`src/rtl/uart_tx_fifo.sv`:
```
// Buffered UART transmit front-end: byte FIFO drained through the uart sendData/sendReq/ready handshake.
// Optional registered low-watermark interrupt output tx_irq when UART_TXF_IRQ_EN is defined.
module uart_tx_fifo #(
  parameter int DEPTH = 16
) (
  input  logic        clk,
  input  logic        reset,
  input  logic        wr_valid,
  input  logic [7:0]  wr_data,
  input  logic        clr_overflow,
  output logic [31:0] status,
  output logic [7:0]  uart_data,
  output logic        uart_send,
  input  logic        uart_ready,
`ifdef UART_TXF_IRQ_EN
  output logic        tx_irq,
`endif
  output logic [1:0]  dbg_state
);

  localparam int AW = (DEPTH > 1) ? $clog2(DEPTH) : 1;
  localparam int CW = AW + 1;
  localparam logic [CW-1:0] FULL_CNT = CW'(DEPTH);

  typedef enum logic [1:0] {
    IDLE  = 2'd0,
    GUARD = 2'd1,
    WAIT  = 2'd2
  } state_t;

  state_t        state_q, state_d;
  logic [7:0]    mem_q [DEPTH];
  logic [AW-1:0] rd_ptr_q, rd_ptr_d;
  logic [AW-1:0] wr_ptr_q, wr_ptr_d;
  logic [CW-1:0] count_q, count_d;
  logic          overflow_q, overflow_d;
  logic [7:0]    uart_data_q, uart_data_d;
  logic          uart_send_q, uart_send_d;
  logic          full, empty, push, drop, pop;

  // Handshake: a byte is handed to the transmitter by a one-cycle uart_send pulse
  // with uart_data valid, only when uart_ready was high in IDLE; GUARD then skips
  // one cycle because the transmitter drops ready one cycle late.
  always_comb begin
    full  = (count_q == FULL_CNT);
    empty = (count_q == '0);
    push  = wr_valid && !full;
    drop  = wr_valid && full;
    pop   = (state_q == IDLE) && !empty && uart_ready;

    state_d = state_q;
    case (state_q)
      IDLE:    if (pop) state_d = GUARD;
      GUARD:   state_d = WAIT;
      WAIT:    if (uart_ready) state_d = IDLE;
      default: state_d = IDLE;
    endcase

    uart_send_d = pop;
    uart_data_d = pop ? mem_q[rd_ptr_q] : uart_data_q;
    rd_ptr_d    = pop ? rd_ptr_q + AW'(1) : rd_ptr_q;
    wr_ptr_d    = push ? wr_ptr_q + AW'(1) : wr_ptr_q;

    count_d = count_q;
    if (push && !pop)      count_d = count_q + CW'(1);
    else if (!push && pop) count_d = count_q - CW'(1);

    // A dropped push in the same cycle as a clear leaves the flag set.
    overflow_d = overflow_q;
    if (clr_overflow) overflow_d = 1'b0;
    if (drop)         overflow_d = 1'b1;
  end

  always_ff @(posedge clk) begin
    if (push) mem_q[wr_ptr_q] <= wr_data;
  end

  always_ff @(posedge clk) begin
    if (reset) begin
      state_q     <= IDLE;
      rd_ptr_q    <= '0;
      wr_ptr_q    <= '0;
      count_q     <= '0;
      overflow_q  <= 1'b0;
      uart_data_q <= 8'h00;
      uart_send_q <= 1'b0;
    end else begin
      state_q     <= state_d;
      rd_ptr_q    <= rd_ptr_d;
      wr_ptr_q    <= wr_ptr_d;
      count_q     <= count_d;
      overflow_q  <= overflow_d;
      uart_data_q <= uart_data_d;
      uart_send_q <= uart_send_d;
    end
  end

  always_comb begin
    status       = '0;
    status[0]    = !full;
    status[1]    = empty && (state_q == IDLE) && uart_ready && !reset;
    status[2]    = overflow_q;
    status[15:8] = 8'(count_q);
  end

  assign uart_data = uart_data_q;
  assign uart_send = uart_send_q;
  assign dbg_state = state_q;

`ifdef UART_TXF_IRQ_EN
  localparam logic [CW-1:0] IRQ_CNT = CW'(DEPTH / 4);

  logic tx_irq_q, tx_irq_d;
  logic armed_q, armed_d;

  // armed remembers that the FIFO held data since the interrupt last fired.
  always_comb begin
    armed_d = armed_q;
    if (tx_irq_q) armed_d = 1'b0;
    if (!empty)   armed_d = 1'b1;

    if (tx_irq_q) tx_irq_d = !wr_valid;
    else          tx_irq_d = (armed_q || !empty) && (count_q <= IRQ_CNT);
  end

  always_ff @(posedge clk) begin
    if (reset) begin
      tx_irq_q <= 1'b0;
      armed_q  <= 1'b0;
    end else begin
      tx_irq_q <= tx_irq_d;
      armed_q  <= armed_d;
    end
  end

  assign tx_irq = tx_irq_q;
`endif

endmodule

```
`config.mk`:
```
export PLATFORM = sky130hd
export DESIGN_NAME = uart_tx_fifo
export DESIGN_NICKNAME = d
export VERILOG_FILES = /design/src/rtl/uart_tx_fifo.sv
export SDC_FILE = /design/constraint.sdc
export NUM_CORES = 1
export LEC_CHECK = 0
export BUFFER_PORTS_ARGS = -buffer_cell sky130_fd_sc_hd__buf_2
export CORE_ASPECT_RATIO = 0.5
export CORE_MARGIN = 2
export CORE_UTILIZATION = 55
export DETAILED_ROUTE_END_ITERATION = 8
export PLACE_DENSITY = 0.73
export SLEW_MARGIN = 20
export SYNTH_ARGS = -nofsm -noshare
export SYNTH_HDL_FRONTEND = slang
export SYNTH_SLANG_ARGS = --single-unit
```
`constraint.sdc`:
```
create_clock -name clk -period 3.5 [get_ports clk]
set_input_delay 0.525 -clock clk [delete_from_list [all_inputs] [get_ports clk]]
set_output_delay 0.525 -clock clk [all_outputs]
set_load 0.01 [all_outputs]
```
==> impl_metrics.env <==
export IMPL_cts_path_max_buffers=2
export IMPL_yosys_warnings=0
export IMPL_setup_tns_ns=0
export IMPL_clock_latency_ns=0.42
export IMPL_reg2regPathDepth=10
export IMPL_rows=27
export IMPL_syn2layout_area_growth_pct=12.9
export IMPL_postCtsHoldBufs=0
export IMPL_max_cap_violations=0
export IMPL_rsz0062_at_grt="no"
export IMPL_coreArea_sq_um=11100
export IMPL_synth_cell_area_sq_um=6350
export IMPL_start_kind="flop"
export IMPL_cts_tree="built"
export IMPL_avgSynthCellArea_sq_um=16.1
export IMPL_dp_hpwl_um=8170
export IMPL_min_from="wr_valid"
export IMPL_wirelength_um=12600
export IMPL_ios=56
export IMPL_finalClockSkew_ns=0.00696
export IMPL_synth_top_family_by_area="multiplexers"
export IMPL_maxSlewViolCount=0
export IMPL_period_needed_ns=2.80
export IMPL_synthAdderAreaFrac_pct=2.29
export IMPL_die_h_um=80.0
export IMPL_final_core_util_pct=64.5
export IMPL_seqPwrFrac_pct=43.0
export IMPL_holdPathStages=3
export IMPL_fp_dieW_um=156
export IMPL_ctsRootBufferMaster="clkbuf_16"
export IMPL_power_switching_share_pct=28.3
export IMPL_io_buffers=31
export IMPL_ant_nets=0
export IMPL_final_hold_viol_count=0
export IMPL_tightest_slew_ns=0.875
export IMPL_drive_gt1_share_pct=22.5
export IMPL_end_kind="flop"
export IMPL_combPwrFrac_pct=21.2
export IMPL_drtIter0Drc=359
export IMPL_reg2reg_slack_ns=0.70
export IMPL_peakVddDrop_mv=0.337
export IMPL_gr_total_overflow=0
export IMPL_mostFrequentLayoutCells="edfxtp_1 (128), nor2_1 (40), mux2i_1 (37)"
export IMPL_cp_data_arrival_time_ns=3.11
export IMPL_synth_xor_area_share_pct=1.24
export IMPL_power_density_nw_per_um2=721
export IMPL_cp_startpoint="count_q[0]"
export IMPL_setup_viol=0
export IMPL_synthSimpleGateAreaFrac_pct=6.37
export IMPL_min_to="overflow_q"
export IMPL_numClockSinks=153
export IMPL_drc_errors=0
export IMPL_final_common_cell="edfxtp_1"
export IMPL_cts_resized=0
export IMPL_grt_pass1_vias=3345
export IMPL_clk_pin_slew_ns=0.06
export IMPL_wl_per_cell_um=21.4
export IMPL_cts_made_buffers=17
export IMPL_syn_inst=395
export IMPL_fin_crit_sh_pct=80.1
export IMPL_antennaDiodeCount=0
export IMPL_timing_rr_end="count_q[4]"
export IMPL_p_clk_share_pct=35.8
export IMPL_h_tree_depth=4
export IMPL_seq_area_frac_synth_pct=68.4
export IMPL_intPower_uw=3700
export IMPL_fin_cells=590
export IMPL_relSlewSlack_pct=41.5
export IMPL_synth_seq_cells=153
export IMPL_dieArea_sq_um=12500
export IMPL_via_count=3425
export IMPL_antenna_found_initial=0
export IMPL_ys_types=38
export IMPL_synth_mux_area_share_pct=13.1
export IMPL_clock_fmax_mhz=357
export IMPL_hold_class="in -> reg"
export IMPL_place_ws_ns=0.557
export IMPL_post_cts_setup_buffers=0
export IMPL_place_gp_congestion=0.819
export IMPL_power_uw=5170
export IMPL_drt_pass1_iterations=5
export IMPL_worst_slack_ns=0.697
export IMPL_grt_pass1_wl_um=19200
export IMPL_synth_compound_area_share_pct=3.49
export IMPL_placedCellCount=558
export IMPL_leakagePower_uw=0.00241
export IMPL_worstReg2RegStart="count_q[0]"
export IMPL_vias_per_cell=5.81
export IMPL_grt_use_total_pct=21.9
export IMPL_start_util_pct=57.1
export IMPL_cp_required_ns=3.81
export IMPL_critPathMaxFanout=10
export IMPL_path_class="reg -> reg"
export IMPL_nets=456
export IMPL_grt_max_degree=32
export IMPL_run_status="completed"
export IMPL_switchingPower_uw=1460
==> synthesized netlist by cell type <==
cell type    n  area (sq um)
xnor2_1      2          17.5
o221ai_2     1          15.0
dfxtp_1     25           500
a211oi_1     3          22.5
conb_1       1          3.75
nor2_1      40           150
edfxtp_1   128          3840
mux4_2      20           450
ha_1        10           125
mux2i_1     37           370
nor4b_1      1          8.76
a21o_1       1          7.51
buf_2        8          40.0
clkbuf_1     7          26.3
inv_2        1          3.75
nand4_1      2          12.5
or3b_2       1          8.76
nand2_1     12          45.0
inv_1        8          30.0
fa_1         1          20.0
nand3_1      2          10.0
o22ai_1     12          75.1
nor4_1       3          18.8
xor2_1       7          61.3
nand2b_1     2          12.5
mux2_2       1          11.3
o221ai_1     4          35.0
nand3b_1     9          67.6
or3_4        1          11.3
a21oi_1      6          30.0
a21oi_4      1          16.3
or3_1        1          6.26
a32oi_1      1          8.76
nor4_4       1          21.3
buf_4       29           218
nor3_1       4          20.0
a21boi_2     1          11.3
or3b_4       1          11.3
==> worst max-delay path: stages, from the launching register on <==
cell and delay [ns]:
dfxtp_1 0.38, nor4_4 0.46, a21oi_4 0.11, inv_2 0.16, ha_1 0.23, inv_1 0.12
ha_1 0.32, a21o_1 0.17, a21oi_1 0.18, mux2i_1 0.22, mux2_2 0.34
==> metrics by stage <==
step	hold slack, ns	instance area, sq um
floorplan	0.454	6430
global placement	0.470	6560
finish	0.407	7160
CTS	0.406	7160
detailed placement	0.492	6560
global route	0.435	7160
==> power by group through the flow <==
stage	Sequential (uW)	Combinational (uW)	Clock, uW
after floorplan	2250	790	0
after detailed placement	2260	1090	0
final	2220	1100	1850
after global routing	2240	1200	1950
after CTS	2220	1100	1870
after global placement	2240	1030	0
==> state kept, by name, indices dropped and copies added (netlist names) <==
| name | flops |
|---|---|
| count_q | 5 |
| dbg_state | 2 |
| mem_q | 128 |
| overflow_q | 1 |
| rd_ptr_q | 4 |
| uart_data | 8 |
| uart_send | 1 |
| wr_ptr_q | 4 |
==> cell families after synthesis <==
| logic type | count (synthesis) |
|---|---|
| DFF | 153 |
| and+or+nand+nor | 80 |
| muxes | 58 |
| buffers and inverters | 53 |
| AOI/OAI and AO/OA | 30 |
| adders and majority gates | 11 |
| xor gates and xnor gates | 9 |
| other | 1 |
==> metal layers <==
metal / vias to the layer above / track usage [%] / share of wire, %
met4: 0 / 8.99 / 2.2
met5: - / 0 / 0
met1: 1670 / 28.5 / 41
met2: 203 / 33.3 / 46
met3: 26 / 8.58 / 11
li1: 1526 / - / -
==> area by class of cell <==
class | count | area (sq um)
sequential | 153 | 4350
fill | 753 | 3950
timing repair buffer | 39 | 228
clock inverter | 14 | 174
multi-input combinational | 212 | 1770
tap | 145 | 181
clock buffer | 18 | 429
inverter | 9 | 33.8
==> worst max-delay path by stage <==
| stage | endpoint | slack [ns] | cells past startpoint |
|---|---|---|---|
| after global routing | count_q[4] | 0.49 | 10 |
| final | count_q[4] | 0.70 | 10 |
| after global placement | count_q[4] | 0.66 | 11 |
| after CTS | count_q[4] | 0.69 | 10 |
| after detailed placement | count_q[4] | 0.56 | 11 |
| after floorplan | count_q[4] | 0.83 | 10 |
Note: power is estimated with default switching activity, not from simulation.
